$ cat config.mk
export PLATFORM = sky130hd
export DESIGN_NAME = atmega_tim4_hs
export DESIGN_NICKNAME = d
export VERILOG_FILES = /design/src/rtl/atmega_tim4_hs.sv
export SDC_FILE = /design/constraint.sdc
export NUM_CORES = 1
export LEC_CHECK = 0
export ABC_CLOCK_PERIOD_IN_PS = 4210
export CORE_MARGIN = 2
export CORE_UTILIZATION = 45
export DETAILED_ROUTE_END_ITERATION = 12
export GPL_TIMING_DRIVEN = 0
export PLACE_DENSITY = 0.61
export RECOVER_POWER = 50
export SETUP_SLACK_MARGIN = 0.1
export SLEW_MARGIN = 30
export SYNTH_ARGS = -nofsm -noshare
export SYNTH_HDL_FRONTEND = slang
export SYNTH_SLANG_ARGS = --single-unit
$ cat constraint.sdc
create_clock -name clk -period 4.21 [get_ports clk]
set_clock_uncertainty 0.05 [all_clocks]
set_input_delay 0.6315 -clock clk [delete_from_list [all_inputs] [get_ports clk]]
set_output_delay 0.6315 -clock clk [all_outputs]
set_load 0.03 [all_outputs]
$ cat src/rtl/atmega_tim4_hs.sv
// High-speed 10-bit Timer/Counter4 with fast PWM on OC4A and overflow/compare interrupt flags.
// Optional dead-time generator on oc4a/oc4a_n is built when ATMEGA_TIM4_DEAD_TIME_EN is defined.
module atmega_tim4_hs #(
  parameter string PLATFORM = "XILINX",
  parameter int BUS_ADDR_DATA_LEN = 6,
  parameter logic [BUS_ADDR_DATA_LEN-1:0] TCCR4A_ADDR = 'h20,
  parameter logic [BUS_ADDR_DATA_LEN-1:0] TCCR4B_ADDR = 'h21,
  parameter logic [BUS_ADDR_DATA_LEN-1:0] TC4H_ADDR   = 'h22,
  parameter logic [BUS_ADDR_DATA_LEN-1:0] TCNT4_ADDR  = 'h23,
  parameter logic [BUS_ADDR_DATA_LEN-1:0] OCR4A_ADDR  = 'h24,
  parameter logic [BUS_ADDR_DATA_LEN-1:0] OCR4C_ADDR  = 'h25,
  parameter logic [BUS_ADDR_DATA_LEN-1:0] TIMSK4_ADDR = 'h26,
  parameter logic [BUS_ADDR_DATA_LEN-1:0] TIFR4_ADDR  = 'h27,
  parameter logic [BUS_ADDR_DATA_LEN-1:0] DT4_ADDR    = 'h28
) (
  input  logic                         rst,
  input  logic                         clk,
  input  logic [BUS_ADDR_DATA_LEN-1:0] addr,
  input  logic                         wr,
  input  logic                         rd,
  input  logic [7:0]                   bus_in,
  output logic [7:0]                   bus_out,
  input  logic                         tim_ck_en,
  input  logic                         tov_int_rst,
  input  logic                         oca_int_rst,
  output logic                         tov_int,
  output logic                         oca_int,
  output logic                         oc4a,
  output logic                         oc4a_n
);

  logic        pwm4a;
  logic [3:0]  cs4;
  logic [1:0]  tc4h;
  logic [9:0]  tcnt4;
  logic [9:0]  ocr4a_buf, ocr4a_act;
  logic [9:0]  ocr4c_buf, ocr4c_act;
  logic        toie4, ocie4a;
  logic        tov4, ocf4a;
  logic [13:0] prescaler;
  logic        oc4a_pwm;
  logic [7:0]  dt4_rd;

  logic        wr_tccr4a, wr_tccr4b, wr_tc4h, wr_tcnt, wr_ocra, wr_ocrc;
  logic        wr_timsk, wr_tifr, rd_tcnt;
  logic        clr_strobe, stopped;
  logic [13:0] ps_mask;
  logic        tick, tick_eff, at_top, wrap, match;
  logic [9:0]  wdata10;

  assign wr_tccr4a = wr && (addr == TCCR4A_ADDR);
  assign wr_tccr4b = wr && (addr == TCCR4B_ADDR);
  assign wr_tc4h   = wr && (addr == TC4H_ADDR);
  assign wr_tcnt   = wr && (addr == TCNT4_ADDR);
  assign wr_ocra   = wr && (addr == OCR4A_ADDR);
  assign wr_ocrc   = wr && (addr == OCR4C_ADDR);
  assign wr_timsk  = wr && (addr == TIMSK4_ADDR);
  assign wr_tifr   = wr && (addr == TIFR4_ADDR);
  assign rd_tcnt   = rd && (addr == TCNT4_ADDR);

  assign clr_strobe = wr_tccr4a & bus_in[1];
  assign stopped    = (cs4 == 4'd0);
  assign wdata10    = {tc4h, bus_in};

  // CS4 = n ticks when the low n-1 prescaler bits are all ones; 14-bit wrap makes n = 15 all ones.
  assign ps_mask  = (14'd1 << (cs4 - 4'd1)) - 14'd1;
  assign tick     = tim_ck_en && !stopped && ((prescaler & ps_mask) == ps_mask);
  assign tick_eff = tick && !wr_tcnt && !clr_strobe;
  assign at_top   = (tcnt4 == ocr4c_act) || (tcnt4 == 10'h3FF);
  assign wrap     = tick_eff && at_top;
  assign match    = tick_eff && (tcnt4 == ocr4a_act);

  always_ff @(posedge clk) begin
    if (rst) begin
      pwm4a     <= 1'b0;
      cs4       <= 4'd0;
      tc4h      <= 2'd0;
      tcnt4     <= 10'd0;
      ocr4a_buf <= 10'd0;
      ocr4a_act <= 10'd0;
      ocr4c_buf <= 10'h3FF;
      ocr4c_act <= 10'h3FF;
      toie4     <= 1'b0;
      ocie4a    <= 1'b0;
      tov4      <= 1'b0;
      ocf4a     <= 1'b0;
      prescaler <= 14'd0;
      oc4a_pwm  <= 1'b0;
    end else begin
      if (wr_tccr4a) pwm4a <= bus_in[0];
      if (wr_tccr4b) cs4 <= bus_in[3:0];
      if (wr_timsk) begin
        toie4  <= bus_in[0];
        ocie4a <= bus_in[1];
      end

      if (wr_tc4h)      tc4h <= bus_in[1:0];
      else if (rd_tcnt) tc4h <= tcnt4[9:8];

      if (wr_tccr4b || clr_strobe)     prescaler <= 14'd0;
      else if (tim_ck_en && !stopped)  prescaler <= prescaler + 14'd1;

      if (clr_strobe)   tcnt4 <= 10'd0;
      else if (wr_tcnt) tcnt4 <= wdata10;
      else if (wrap)    tcnt4 <= 10'd0;
      else if (tick_eff) tcnt4 <= tcnt4 + 10'd1;

      // Compare values are double-buffered; a stopped timer takes writes straight through.
      if (wr_ocra) ocr4a_buf <= wdata10;
      if (wr_ocra && stopped) ocr4a_act <= wdata10;
      else if (wrap)          ocr4a_act <= ocr4a_buf;

      if (wr_ocrc) ocr4c_buf <= wdata10;
      if (wr_ocrc && stopped) ocr4c_act <= wdata10;
      else if (wrap)          ocr4c_act <= ocr4c_buf;

      tov4  <= wrap  | (tov4  & ~(wr_tifr & bus_in[0]) & ~tov_int_rst);
      ocf4a <= match | (ocf4a & ~(wr_tifr & bus_in[1]) & ~oca_int_rst);

      if (!pwm4a)    oc4a_pwm <= 1'b0;
      else if (match) oc4a_pwm <= 1'b0;
      else if (wrap)  oc4a_pwm <= 1'b1;
    end
  end

  assign tov_int = tov4 & toie4;
  assign oca_int = ocf4a & ocie4a;

`ifdef ATMEGA_TIM4_DEAD_TIME_EN
  logic [7:0] dt4;
  logic [3:0] dt_cnt_a, dt_cnt_n;
  logic       pwm_n;

  assign pwm_n = pwm4a & ~oc4a_pwm;

  // Each counter reloads while its source is low, so a rising edge waits out the full dead time.
  always_ff @(posedge clk) begin
    if (rst) begin
      dt4      <= 8'h00;
      dt_cnt_a <= 4'd0;
      dt_cnt_n <= 4'd0;
    end else begin
      if (wr && (addr == DT4_ADDR)) dt4 <= bus_in;
      if (!oc4a_pwm)             dt_cnt_a <= dt4[7:4];
      else if (dt_cnt_a != 4'd0) dt_cnt_a <= dt_cnt_a - 4'd1;
      if (!pwm_n)                dt_cnt_n <= dt4[3:0];
      else if (dt_cnt_n != 4'd0) dt_cnt_n <= dt_cnt_n - 4'd1;
    end
  end

  assign oc4a   = oc4a_pwm & (dt_cnt_a == 4'd0);
  assign oc4a_n = pwm_n & (dt_cnt_n == 4'd0);
  assign dt4_rd = dt4;
`else
  assign oc4a   = oc4a_pwm;
  assign oc4a_n = 1'b0;
  assign dt4_rd = 8'h00;
`endif

  always_comb begin
    bus_out = 8'h00;
    if (rd) begin
      case (addr)
        TCCR4A_ADDR: bus_out = {7'd0, pwm4a};
        TCCR4B_ADDR: bus_out = {4'd0, cs4};
        TC4H_ADDR:   bus_out = {6'd0, tc4h};
        TCNT4_ADDR:  bus_out = tcnt4[7:0];
        OCR4A_ADDR:  bus_out = ocr4a_buf[7:0];
        OCR4C_ADDR:  bus_out = ocr4c_buf[7:0];
        TIMSK4_ADDR: bus_out = {6'd0, ocie4a, toie4};
        TIFR4_ADDR:  bus_out = {6'd0, ocf4a, tov4};
        DT4_ADDR:    bus_out = dt4_rd;
        default:     bus_out = 8'h00;
      endcase
    end
  end

endmodule

==> run metrics <==
final worst-path cycle share=94.6%; cells after synthesis=527; pre-CTS WS=0.266 ns; syn_nets=554; critical path's largest stage delay=0.69 ns; Synth Flop Type=dfxtp_1; global-route met1 utilization=37.5%; Area growth syn-to-layout=15.5%; vias in the first global route=3827; vias per inst=5.85; routed len/inst=around 18 microns; Nets=593; DRT antenna net count=0; I/O pins=33; dominant cell type by area after synthesis=dfxtp_1; setup TNS=0 ns; top post-synthesis cells by area=dfxtp_1 36%, nand2_1 6.8%, mux2i_1 6.3%; Max Slew Vio Count=0; final setup margin=around 0.23 ns; min Tclk post-route=3.98 ns; port bufs=28; Slew headroom=42.2%; sequential-to-total area share from yosys stat=between 30% and 40%; 1st-iter DRT viols=250; Tot GR Track Use=around a quarter; final wirelength=12.8 mm; Clock Pin Slew Worst Setup and Hold Paths=0.09 ns; Max-cap violations=0; largest net degree at the start of global routing=14; detailed placer's ending HPWL=9.28 mm; RSZ-0062 raised after global routing=no; Synth Register Bits=76; Hold Vio Cnt, Final=0; CTS sink cnt=76; CP required=3.53 ns; Row Count=35; DR DRC count=0; first-pass GRT wire length=20.2 mm; synthesized area=4280 sq um; Leak=1.84 nW; CP max-delay cell=nor3b_2; Worst VDD drop=155 uV; met2 Track Usage GR=between 30% and 40%; P per Cell Area=a little under 300 nW/um^2; WP data arrival=3.30 ns; CTS Buffer Depth=2; count leader, synth=nand2_1; critical path startpoint category=primary input; GRT met3 Usage=about 3.6%; worst-skew pair later-pin latency=0.36 ns; number of enable flip-flop cells after synthesis=0; detailed-route via count=about 4100; fmax=251 MHz; hold crit path type=reg2reg; # Post-CTS Setup Buffers=0; share of layout cells above drive strength 1=under 10%; DIE WIDTH=102 microns; Core ar.=9240 sq um; gr busiest metal=met2; Power Total=roughly 0.0014 W; Overflow after GRT=0; CP Capture Type=primary output; WS Path Type=in2out; Syn. warnings=0; Yosys cell types=64; Post-synth top cells=77 x nand2_1, 76 x dfxtp_1, 62 x nor2_1, 38 x a21oi_1, 27 x mux2i_1; outcome=complete, no violations; CP Max Fanout=8; Placer Congestion=0.863; initial core utilization=46.3%; Post-CTS Resized=0; # hold bufs at CTS=0; number of CTS-inserted buffers=9; DR pass1 iterations=5; top cell type's share of synthesized area=35.5%; worst reg-to-reg setup slack=0.39 ns; critical path cell sequence=clkdlybuf4s50_1 > nor3b_2 > nor3b_2 > a222oi_1 > nor2_1 > clkdlybuf4s50_1; Die Area=10300 sq um; Die H=slightly above 100 microns; Setup violations, final=0; Syn Area/Cell=8.12 sq um; Slew @ Worst Pin=around 0.86 ns; CTS HTree Levels=3; clock root cell=clkbuf_8; antenna diode count=0; CTS tree=yes; initial antenna violation count=0; fraction of registers with async set/reset=0%
==> worst paths after layout <==
kind,from,end,cells past startpoint
max,addr[5],bus_out[7],6
min,ocr4a_buf[9],ocr4a_buf[9],2
min reg2reg,ocr4a_buf[9],ocr4a_buf[9],2
max reg2reg,cs4[0],ocr4a_act[2],14
==> through the flow <==
stage | instance area [sq um] | hold slack [ns] | utilization [%] | cells
after detailed placement | 4720 | 0.401 | 51.1 | 684
after global routing | 4940 | 0.431 | 53.5 | 700
after global placement | 4720 | 0.395 | 51.1 | 684
after floorplan | 4280 | 0.386 | - | 527
final | 4940 | 0.414 | 53.5 | 700
after CTS | 4940 | 0.413 | 53.4 | 700
==> final cells by class <==
cell class              instances  area (sq um)
flip-flops and latches         76          1520
inverters                       3          11.3
well taps                     129           161
clock buffers                  10           128
repair buffers                 28           280
clock inverters                 6          86.3
multi-input cells             410          2570
fillers                       898          4300
plain buffers                  38           189
==> kinds of logic (layout without fill, tap and decap cells) <==
| kind of cell | Yosys count | count (layout) | share of synthesized area (%) |
|---|---|---|---|
| AOI/OAI and AO/OA | 107 | 107 | 16.7 |
| xor gates and xnor gates | 36 | 36 | 7.36 |
| adders and majority gates | 6 | 6 | 1.75 |
| buffers and inverters | 41 | 85 | 4.68 |
| DFF | 76 | 76 | 35.5 |
| muxes | 29 | 29 | 6.84 |
| other | 1 | 1 | 0.0876 |
| and+or+nand+nor | 231 | 231 | 27.1 |
==> worst max-delay path: cells and delay by family <==
family / cells / cell delay (ns)
AND/OR/NAND/NOR: 3 / 1.28
buffers and inverters: 2 / 1.13
AO/OA/AOI/OAI: 1 / 0.23
==> cell usage in the layout, fill, tap and decap left out, types with 5 or more instances in the layout <==
| cell | count |
|---|---|
| nor2_1 | 62 |
| a21oi_1 | 38 |
| and3_1 | 9 |
| mux2i_1 | 27 |
| a211oi_1 | 12 |
| nand2_1 | 77 |
| clkbuf_8 | 9 |
| o21ai_0 | 15 |
| nand3_1 | 14 |
| nand4_1 | 11 |
| clkbuf_1 | 28 |
| a22oi_1 | 9 |
| clkdlybuf4s50_1 | 24 |
| xnor2_1 | 20 |
| xor2_1 | 16 |
| nor3_1 | 5 |
| nand3b_1 | 16 |
| or3_1 | 5 |
| dfxtp_1 | 76 |
| ha_1 | 6 |
==> state kept, by name (all words and copies together) (netlist names), 2 cells and up <==
signal     flops
ocr4a_buf     10
tcnt4         10
tc4h           2
prescaler     14
cs4            4
ocr4c_buf     10
ocr4a_act     10
ocr4c_act     10
==> where the power goes <==
group	leakage [nW]	internal, W	switching [W]
logic	1.12	0.0000350	0.0000566
registers	0.613	0.000721	0.00000280
clock network	0.107	0.000334	0.000288
total	1.84	0.00109	0.000347
==> routing by layer <==
layer  share of wire (%)  wire length [microns]
met5                   0                      0
met4                 2.0                    252
met3                 6.2                    797
met2                  44                   5640
met1                  48                   6080
Power figures use the tool's default switching activity.
